<file path="config.mk">
export PLATFORM = sky130hd
export DESIGN_NAME = indicator_shift_out
export DESIGN_NICKNAME = d
export VERILOG_FILES = /design/src/rtl/indicator_shift_out.sv
export SDC_FILE = /design/constraint.sdc
export NUM_CORES = 1
export LEC_CHECK = 0
export BUFFER_PORTS_ARGS = -buffer_cell sky130_fd_sc_hd__buf_2
export CELL_PAD_IN_SITES_DETAIL_PLACEMENT = 1
export CELL_PAD_IN_SITES_GLOBAL_PLACEMENT = 2
export CORE_MARGIN = 8
export CORE_UTILIZATION = 37
export CTS_CLUSTER_DIAMETER = 60
export DETAILED_ROUTE_END_ITERATION = 6
export PLACE_DENSITY = 0.88
export SLEW_MARGIN = 20
export SYNTH_ARGS = -nofsm -noshare
export SYNTH_HDL_FRONTEND = slang
export SYNTH_SLANG_ARGS = --single-unit
</file>
<file path="constraint.sdc">
create_clock -name clk -period 2.95 [get_ports clk]
set_input_delay 0.59 -clock clk [delete_from_list [all_inputs] [get_ports clk]]
set_output_delay 0.59 -clock clk [all_outputs]
set_load 0.01 [all_outputs]
</file>
<file path="src/rtl/indicator_shift_out.sv">
// indicator_shift_out: takes indicator arrays over valid/ready and shifts them MSB first
// into a 74HC595-style LED chain, then commits them with a latch pulse.
// Optional feature macro: INDICATOR_SHIFT_OUT_SKIP_UNCHANGED_EN. When it is defined, an
// array equal to the last latched one is consumed without any serial activity.
module indicator_shift_out #(
   parameter int unsigned width   = 32,
   parameter int unsigned clk_div = 4
) (
   input  logic             clk,
   input  logic             reset,
   input  logic             i_valid,
   output logic             i_ready,
   input  logic [width-1:0] i_array,
   output logic             sr_clk,
   output logic             sr_data,
   output logic             sr_latch,
   output logic             busy
);

   localparam int unsigned CNT_W = (width > 1) ? $clog2(width) : 1;
   localparam int unsigned DIV_W = $clog2(clk_div + 1);
   localparam logic [DIV_W-1:0] DIV_LAST = DIV_W'(clk_div - 1);
   localparam logic [CNT_W-1:0] CNT_TOP  = CNT_W'(width - 1);

   typedef enum logic [1:0] {
      S_IDLE   = 2'd0,
      S_CLK_LO = 2'd1,
      S_CLK_HI = 2'd2,
      S_LATCH  = 2'd3
   } state_t;

   state_t           r_state, w_state_nxt;
   logic [DIV_W-1:0] r_div, w_div_nxt;
   logic [CNT_W-1:0] r_cnt, w_cnt_nxt;
   logic [width-1:0] r_shreg, w_shreg_nxt;
   logic             r_ready, w_ready_nxt;
   logic             r_sclk, w_sclk_nxt;
   logic             r_data, w_data_nxt;
   logic             r_latch, w_latch_nxt;
   logic             r_busy, w_busy_nxt;
   logic             w_div_done;
   logic             w_skip;

`ifdef INDICATOR_SHIFT_OUT_SKIP_UNCHANGED_EN
   logic [width-1:0] r_last, w_last_nxt;

   // An array equal to what the LEDs already show needs no shifting.
   assign w_skip = (i_array == r_last);
`else
   assign w_skip = 1'b0;
`endif

   assign w_div_done = (r_div == DIV_LAST);

   // State, counters, shift register and registered outputs.
   always_ff @(posedge clk or negedge reset) begin
      if (!reset) begin
         r_state <= S_IDLE;
         r_div   <= '0;
         r_cnt   <= '0;
         r_shreg <= '0;
         r_ready <= 1'b0;
         r_sclk  <= 1'b0;
         r_data  <= 1'b0;
         r_latch <= 1'b0;
         r_busy  <= 1'b0;
`ifdef INDICATOR_SHIFT_OUT_SKIP_UNCHANGED_EN
         r_last  <= '0;
`endif
      end else begin
         r_state <= w_state_nxt;
         r_div   <= w_div_nxt;
         r_cnt   <= w_cnt_nxt;
         r_shreg <= w_shreg_nxt;
         r_ready <= w_ready_nxt;
         r_sclk  <= w_sclk_nxt;
         r_data  <= w_data_nxt;
         r_latch <= w_latch_nxt;
         r_busy  <= w_busy_nxt;
`ifdef INDICATOR_SHIFT_OUT_SKIP_UNCHANGED_EN
         r_last  <= w_last_nxt;
`endif
      end
   end

   // Next-state and next-output logic; the divider restarts on every state change.
   always_comb begin
      w_state_nxt = r_state;
      w_div_nxt   = r_div;
      w_cnt_nxt   = r_cnt;
      w_shreg_nxt = r_shreg;
      w_data_nxt  = r_data;
`ifdef INDICATOR_SHIFT_OUT_SKIP_UNCHANGED_EN
      w_last_nxt  = r_last;
`endif
      case (r_state)
         S_IDLE: begin
            w_div_nxt = '0;
            if (i_valid && r_ready && !w_skip) begin
               w_shreg_nxt = i_array;
               w_cnt_nxt   = CNT_TOP;
               w_data_nxt  = i_array[width-1];
               w_state_nxt = S_CLK_LO;
            end
         end
         S_CLK_LO: begin
            if (w_div_done) begin
               w_div_nxt   = '0;
               w_state_nxt = S_CLK_HI;
            end else begin
               w_div_nxt = r_div + 1'b1;
            end
         end
         S_CLK_HI: begin
            if (w_div_done) begin
               w_div_nxt = '0;
               if (r_cnt == '0) begin
                  w_data_nxt  = 1'b0;
                  w_state_nxt = S_LATCH;
`ifdef INDICATOR_SHIFT_OUT_SKIP_UNCHANGED_EN
                  w_last_nxt  = r_shreg;
`endif
               end else begin
                  w_cnt_nxt   = r_cnt - 1'b1;
                  w_data_nxt  = r_shreg[w_cnt_nxt];
                  w_state_nxt = S_CLK_LO;
               end
            end else begin
               w_div_nxt = r_div + 1'b1;
            end
         end
         S_LATCH: begin
            if (w_div_done) begin
               w_div_nxt   = '0;
               w_state_nxt = S_IDLE;
            end else begin
               w_div_nxt = r_div + 1'b1;
            end
         end
         default: begin
            w_div_nxt   = '0;
            w_state_nxt = S_IDLE;
         end
      endcase
      w_ready_nxt = (w_state_nxt == S_IDLE);
      w_busy_nxt  = (w_state_nxt != S_IDLE);
      w_sclk_nxt  = (w_state_nxt == S_CLK_HI);
      w_latch_nxt = (w_state_nxt == S_LATCH);
   end

   assign i_ready  = r_ready;
   assign sr_clk   = r_sclk;
   assign sr_data  = r_data;
   assign sr_latch = r_latch;
   assign busy     = r_busy;

endmodule

</file>
## Word level (Yosys, flattened, before mapping)

Index checks and enable logic that the tools add are counted.

| word-level totals | value |
|---|---|
| output and inout port bits | 5 |
| register bits after elaboration | 47 |
| word-level logic and storage cells | 49 |

| operators by class | value |
|---|---|
| reductions and logical operators | 10 |
| multiplexer cells | 18 |
| magnitude comparators | 1 |
| equal/unequal tests | 9 |
| add/subtract/negate cells | 2 |

Operators with widths:

| cell | count |
|---|---|
| two-way mux 5 bit | 3 |
| two-way mux 2 bit | 5 |
| one-hot mux 5 bit (2 select lines) | 1 |
| equality test 2 bit (second input constant) | 4 |
| one-hot mux 2 bit (4 select lines) | 1 |
| < comparator 5 x 6 -> 1 bit (second input constant) | 1 |
| inequality test 2 bit (second input constant) | 3 |
| one-hot mux 3 bit (2 select lines) | 1 |
| binary-select mux 1 bit (select 5 bit) | 1 |
| logical NOT 5 bit | 1 |
| subtractor 5 x 1 -> 5 bit (second input constant) | 1 |
| logical NOT 2 bit | 2 |
| two-way mux 1 bit | 4 |
| AND reduction 4 bit | 1 |
| nonzero test 2 bit | 2 |
| adder 3 x 1 -> 3 bit (second input constant) | 1 |
| equality test 3 x 2 -> 1 bit (second input constant) | 1 |
| two-way mux 3 bit | 1 |
| AND reduction 3 bit | 1 |
| OR reduction 3 bit | 1 |
| equality test 2 x 1 -> 1 bit (second input constant) | 1 |
| one-hot mux 1 bit (2 select lines) | 1 |
| AND reduction 2 bit | 1 |
| logical AND 1 bit | 1 |

## Depth between registers and ports, before layout

Gate-level depths: netlist of the first run.

| depth | value |
|---|---|
| depth in word-level cells | 6 |
| gate-level depth with buffers | 9 |
| depth with buffers taken out | 8 |

## Worst setup path after synthesis of the first run

Ideal clock, no wire load.

| timing path | value |
|---|---|
| kind | register to register |
| from | register r_cnt[0] |
| to | register r_data (netlist: sr_data) |
| path buffers | 2 |
| arrival | 2.028 ns |
| setup slack | 0.795 ns |
| library setup time | 0.127 ns |
| cell stages (with the launch flop) | 10 |
| data required time | 2.823 ns |
| clock period less this slack | 2.155 ns |
| cell sequence | dfrtp_1 buf_6 inv_1 ha_1 buf_1 mux4_2 mux2_2 a211o_1 o311ai_1 o21ai_1 |

| on the way | value |
|---|---|
| word-level cells in the longest chain between the ends | 6 |
| elaborated cells between the ends (all ways) | 7 |
| those cells by class | 1 x add/sub; 5 x mux; 1 x reduce/logical |

Ends and longest elaborated chain:

| what | line | text |
|---|---|---|
| start: declaration | 34 | `logic [CNT_W-1:0] r_cnt, w_cnt_nxt;` |
| start signal: assignment | 73 | `r_cnt <= w_cnt_nxt;` |
| subtractor 5 x 1 -> 5 bit | 124 | `w_cnt_nxt = r_cnt - 1'b1;` |
| binary-select mux 1 bit (select 5 bit) | 125 | `w_data_nxt = r_shreg[w_cnt_nxt];` |
| two-way mux 1 bit (not written as such) | 125 |  |
| two-way mux 1 bit (*) | 117 | `if (r_cnt == '0) begin` |
| two-way mux 1 bit (*) | 115 | `if (w_div_done) begin` |
| one-hot mux 1 bit (2 select lines) (*) | 96 | `case (r_state)` |
| end signal: assignment | 77 | `r_data <= w_data_nxt;` |
| end: declaration | 38 | `logic r_data, w_data_nxt;` |

Every way passes the cells marked *; elsewhere a longest branch is shown, timed or not. The select of a mux whose other input is x is not followed.
A chain may end at the register's enable or synchronous reset.

## Worst setup path after layout of the first run

Ends and elaborated chain as after synthesis.

==> impl_metrics.toml, run 1 <==
[final_layout]
final.fill_count = 588
nets = 231
finalCoreUtilization_pct = 45.4
num_antenna_cells = 0
fin_area_mm2 = 0.00253
register_area_mm2 = 0.00118
syn_to_final_growth_pct = 17.7
drive_gt1_share_pct = 47.4
multi_input_area_um2 = 927

[cts]
clk_pin_slew_worst_paths_ns = 0.08
cts.sinks = 47
cts_resized = 0
h-tree-depth = 2
cts_tree = "built"
clockBufferDepth = 2
clk_latency_ns = 0.29
hold_buffers = 0
post-cts-setup-buffers = 0
cts_buffers = 5
cts-root-buf = "clkbuf_8"

[timing]
fin_hold_ws_ns = 0.175
clock_skew_ns = 0.00603
tns_ns = 0
finalCritPeriodShare_pct = 73.5
slew_headroom_pct = 63.9
fin_crit_ns = 2.17
max_freq_mhz = 461
rsz0062_at_grt = "no"
drv_slew = 0
setup_violations = 0
finalHoldViolCount = 0
worstMarginPinSlew_ns = 0.533

[drt]
dr.first_iter.drc_count = 58
avgViaCountPerCell = 5.18
drtPass1Iterations = 4
antenna_left = 0
drc = 0
num_vias = 1377
wl_um = 4590
routedWlPerCell_um = 17.3

[synthesis]
synth_top_area_share_pct = 54.7
ys_seq_area_share_pct = 54.7
ys_warn_count = 0
synth_area_leader_cell = "dfrtp_1"
netlist-cell-type-count = 37
synthesis.area_mm2 = 0.00215
ys_seq_elements = 47
synth_top_cells_by_area = "dfrtp_1 55%, mux2_2 18%, mux4_1 4.9%, mux4_2 4.2%, nor2_1 1.4%"
synth_fp_nets = 190
avgSynthCellArea_um2 = 14.1
synthCells = 153

[critical_path]
crit_arrival_ns = 2.35
startpoint_type = "flip-flop"
setup.worst_path.class = "reg -> reg"
r2r_start = "r_cnt[0]$_DFFE_PN0P_"
critPathRequiredTime_ns = 3.13
rr_endpoint = "sr_data$_DFFE_PN0P_"
reg2reg_slack_ns = 0.78
path_max_fanout = 9
endpoint_kind = "flip-flop"
reg2reg_depth = 7

[power]
power_mw = 2.68
peakVddDrop_uv = 418
p_per_area_mw_per_mm2 = 1060
p_leak_nw = 1.14

[die]
start_util_pct = 38.6
ios = 40
coreArea_mm2 = 0.00557
dieArea_mm2 = 0.00851
rows = 27
fp.dieH_um = 92.2
die_w_um = 92.2

[place]
gp_congestion = 0.738
placed_cell_area_mm2 = 0.00243
dp_hpwl_um = 3420
io_buffers = 39

[flow_run]
drv_cap = 0

[grt]
antenna_found_initial = 0
overflow = 0
grt_pass1_wl_um = 7920
grt_max_degree = 36
track_usage_pct = 11.5
grt_pass1_vias = 1636

[min_path]
hold_class = "in -> async"

[status]
outcome = "completed"
[Yosys cell counts]
| master | count |
|---|---|
| a31oi_1 | 2 |
| mux2_2 | 34 |
| clkbuf_1 | 1 |
| o31ai_1 | 1 |
| a22oi_1 | 1 |
| o21ai_1 | 2 |
| or3b_4 | 1 |
| nor3_1 | 2 |
| a2bb2oi_2 | 1 |
| buf_6 | 1 |
| buf_2 | 5 |
| dfrtp_1 | 47 |
| mux4_2 | 4 |
| nor3b_1 | 2 |
| o311ai_1 | 1 |
| and4bb_2 | 1 |
| a211o_1 | 1 |
| nor2_1 | 8 |
| buf_1 | 1 |
| mux2i_1 | 2 |
| nor2b_1 | 3 |
| nor4bb_1 | 1 |
| mux4_1 | 4 |
| ha_1 | 2 |
| a21oi_1 | 3 |
| nand2b_1 | 2 |
| o21a_1 | 1 |
| nand2_1 | 6 |
| nor4b_1 | 1 |
| nand4_1 | 1 |
| xnor2_1 | 1 |
| and2_1 | 1 |
| xor2_1 | 1 |
| inv_2 | 2 |
| o21ai_0 | 1 |
| nand3_1 | 2 |
| inv_1 | 3 |
[kinds of logic after synthesis]
kind of cell             count (synthesis)  synth area share, %
flip-flops                              47                 54.7
multiplexers                            44                 27.8
AND/OR/NAND/NOR                         31                 8.09
AO/OA/AOI/OAI                           14                 4.54
buffers and inverters                   13                 2.91
XOR/XNOR                                 2                0.815
adder cells (fa/ha/maj)                  2                 1.16
[state kept, by name (all words and copies together) (netlist names)]
signal,count
busy,1
i_ready,1
r_cnt,5
r_div,3
r_shreg,32
r_state,2
sr_clk,1
sr_data,1
sr_latch,1
[layout make-up]
type                    count  share of cell area [%]
inverters                   5                   0.741
clock inverters             1                    1.19
multi-input cells          93                    36.6
clock buffers               6                    2.87
flip-flops and latches     47                    46.4
repair buffers             42                    8.60
well taps                  72                    3.56
[power breakdown]
group          switching [mW]  internal, mW  leakage (nW)  total [mW]
registers               0.204         0.955         0.558        1.16
logic                   0.446         0.623         0.534        1.07
clock network           0.204         0.248        0.0513       0.452
total                   0.854          1.83          1.14        2.68
[layer usage]
layer,wire length [um],global-route usage [%],part of all wire (%)
met2,2410,19.3,52
met1,1880,13.8,41
met3,230,3.67,5.0
met4,68,3.62,1.5
met5,0,0,0
[placed cells by master (no fill, tap or decap), types with 2 or more instances in the layout]
cell      count
mux4_1        4
o21ai_1       2
nand3_1       2
dfrtp_1      47
nor2b_1       3
mux2_2       34
inv_2         2
buf_2        39
a21oi_1       3
nand2b_1      2
a31oi_1       2
clkbuf_8      5
ha_1          2
mux2i_1       2
nor3b_1       2
nand2_1       6
mux4_2        4
nor2_1        8
inv_1         3
nor3_1        2
buf_4         3
[worst max-delay path by stage]
stage / start / to / slack, ns / cells after the start
floorplan: r_cnt[0]$_DFFE_PN0P_ / sr_data$_DFFE_PN0P_ / 0.80 / 9
global placement: r_cnt[0]$_DFFE_PN0P_ / sr_data$_DFFE_PN0P_ / 0.91 / 7
finish: r_cnt[0]$_DFFE_PN0P_ / sr_data$_DFFE_PN0P_ / 0.78 / 7
global route: r_cnt[0]$_DFFE_PN0P_ / sr_data$_DFFE_PN0P_ / 0.66 / 7
detailed placement: r_cnt[0]$_DFFE_PN0P_ / sr_data$_DFFE_PN0P_ / 0.81 / 7
CTS: r_cnt[0]$_DFFE_PN0P_ / sr_data$_DFFE_PN0P_ / 0.78 / 7
[critical path, stage by stage, from the launching register on]
cell and delay (ns):
dfrtp_1 0.36, inv_1 0.08, ha_1 0.56, mux4_2 0.38, mux2_2 0.28, a211o_1 0.23, o311ai_1 0.09, o21ai_1 0.09
[metrics by stage]
| step | setup slack [ns] | std cells |
|---|---|---|
| 2_1_floorplan | 0.795 | 153 |
| 3_3_place_gp | 0.913 | 259 |
| 3_5_place_dp | 0.813 | 259 |
| 4_1_cts | 0.779 | 266 |
| 5_1_grt | 0.658 | 266 |
| 6_report | 0.781 | 266 |
(Power assumes the default switching activity.)
==> inputs of run 2 (changes only) <==
Settings changed: CORE_UTILIZATION 37 to 34, PLACE_DENSITY 0.88 to 0.86.
Clock period 2.95 ns to 1.8 ns, I/O delays scaled along.
==> run 2 against run 1 <==
Compared with the run above: the flow now finishes with violations (setup timing); non-clock buffer count rose by 8; die area rose by 7.3%; clock-buffer cell count fell by 1; combinational power rose by 85%; worst hold slack got worse by 0.022 ns; clock power rose by 29%; power rose by 67%; clock skew fell by 0.00096 ns; largest power group is now combinational cells.
==> impl_metrics.toml, run 2 (same netlist as run 1, synthesis figures left out) <==
[drt]
routedWlPerCell_um = 16.1
avgViaCountPerCell = 5.00
dr.first_iter.drc_count = 28
wl_um = 4480
num_vias = 1389
drtPass1Iterations = 3
antenna_left = 0
drc = 0

[power]
p_leak_nw = 1.18
peakVddDrop_uv = 698
p_per_area_mw_per_mm2 = 1690

[timing]
slew_headroom_pct = 61.1
drv_slew = 0
finalCritPeriodShare_pct = 104
finalHoldViolCount = 0
tns_ns = -0.0683
setup_violations = 1
clock_skew_ns = 0.00507
fin_crit_ns = 1.87
worstMarginPinSlew_ns = 0.584
max_freq_mhz = 535
setup_ws_ns = -0.0683
rsz0062_at_grt = "yes"

[critical_path]
path_max_fanout = 5
r2r_start = "r_cnt[0]$_DFFE_PN0P_"
endpoint_kind = "flip-flop"
crit_start = "r_cnt[0]$_DFFE_PN0P_"
crit_arrival_ns = 2.04
critPathRequiredTime_ns = 1.98
startpoint_type = "flip-flop"
setup.worst_path.class = "reg -> reg"

[grt]
track_usage_pct = 10.9
grt_pass1_wl_um = 7770
overflow = 0
grt_pass1_vias = 1615
antenna_found_initial = 0
grt_max_degree = 48

[die]
fp.dieH_um = 95.5
dieArea_mm2 = 0.00913
rows = 29
coreArea_mm2 = 0.00624
start_util_pct = 34.5
ios = 40
die_w_um = 95.5

[final_layout]
syn_to_final_growth_pct = 22.6
finalCoreUtilization_pct = 42.2
drive_gt1_share_pct = 52.7
layout_commonest_cell = "dfrtp_1"
top_register = "r_shreg"
largest_reg_flops = 32
top_regs = "r_shreg x32, r_cnt x5, r_div x3"
register_area_mm2 = 0.00118
final.fill_count = 688
multi_input_area_um2 = 972
num_antenna_cells = 0
nets = 239
final_cell_mix = "47 x dfrtp_1, 39 x buf_2, 33 x mux2_2"
fin_area_mm2 = 0.00264

[status]
outcome = "finished, violations left"
violations = "setup timing"

[place]
io_buffers = 39
dp_hpwl_um = 3480
placed_cell_area_mm2 = 0.00252
gp_congestion = 0.731

[cts]
h-tree-depth = 2
clk_pin_slew_worst_paths_ns = 0.08
cts-root-buf = "clkbuf_8"
cts_buffers = 5
cts_tree = "built"
clockBufferDepth = 2
clk_latency_ns = 0.29
cts.sinks = 47
hold_buffers = 0

[flow_run]
drv_cap = 0

[min_path]
hold_class = "in -> async"
==> run 2: metrics by stage <==
step / setup WS, ns / hold WS, ns / total power [mW] / instances
3_5_place_dp: -0.115 / 0.441 / 3.85 / 270
3_3_place_gp: -0.0332 / 0.431 / 3.74 / 270
6_report: -0.0683 / 0.153 / 4.46 / 278
4_1_cts: -0.0797 / 0.165 / 4.52 / 278
5_1_grt: -0.137 / 0.198 / 4.80 / 278
2_1_floorplan: -0.128 / 0.0644 / 3.27 / 153
==> run 2: per-layer routing <==
layer  global-route usage [%]  vias to the layer above  part of all wire [%]
met1                     12.9                      710                    43
met3                     3.54                        2                   4.1
li1                         -                      650                     -
met4                     3.07                        0                  0.29
met5                        0                        -                     0
met2                     18.3                       27                    52
==> run 2: power breakdown <==
part / total (mW) / leakage (nW) / internal (mW) / switching (mW)
combinational: 1.98 / 0.583 / 1.21 / 0.766
clock: 0.583 / 0.0361 / 0.258 / 0.324
sequential: 1.91 / 0.558 / 1.57 / 0.342
total: 4.46 / 1.18 / 3.03 / 1.43
==> run 2: final cells by class <==
| type | count | share of cell area (%) |
|---|---|---|
| Tap cell | 77 | 3.65 |
| Sequential cell | 47 | 44.6 |
| Inverter | 5 | 0.807 |
| Clock buffer | 5 | 2.61 |
| Clock inverter | 1 | 0.285 |
| Multi-Input combinational cell | 93 | 36.9 |
| Timing Repair Buffer | 50 | 11.2 |
==> run 2: worst max-delay path: stages (launching register included) <==
cell and delay (ns):
dfrtp_1 0.43, inv_4 0.05, ha_4 0.29, mux4_2 0.31
mux2_4 0.27, a211o_1 0.23, o311ai_1 0.09, o21ai_1 0.08
==> run 2: path summary, 6_finish.rpt <==
kind	end	slack [ns]	cells after the start
worst max-delay path	sr_data$_DFFE_PN0P_	-0.07	7
worst min-delay path	r_shreg[6]$_DFFE_PN0P_	0.15	2
worst max register to register	sr_data$_DFFE_PN0P_	-0.07	7
worst min register to register	r_div[0]$_DFF_PN0_	0.44	1
max in group asynchronous	r_shreg[29]$_DFFE_PN0P_	1.26	2
min in group clk	r_shreg[1]$_DFFE_PN0P_	0.30	2
==> run 2: what timing repair did <==
action / 4_1_cts / 5_1_grt
pin swaps: 2 / 1
setup endpoints to repair: 1 / 7
resized for setup: 2 / 4
setup buffers: 2 / 0
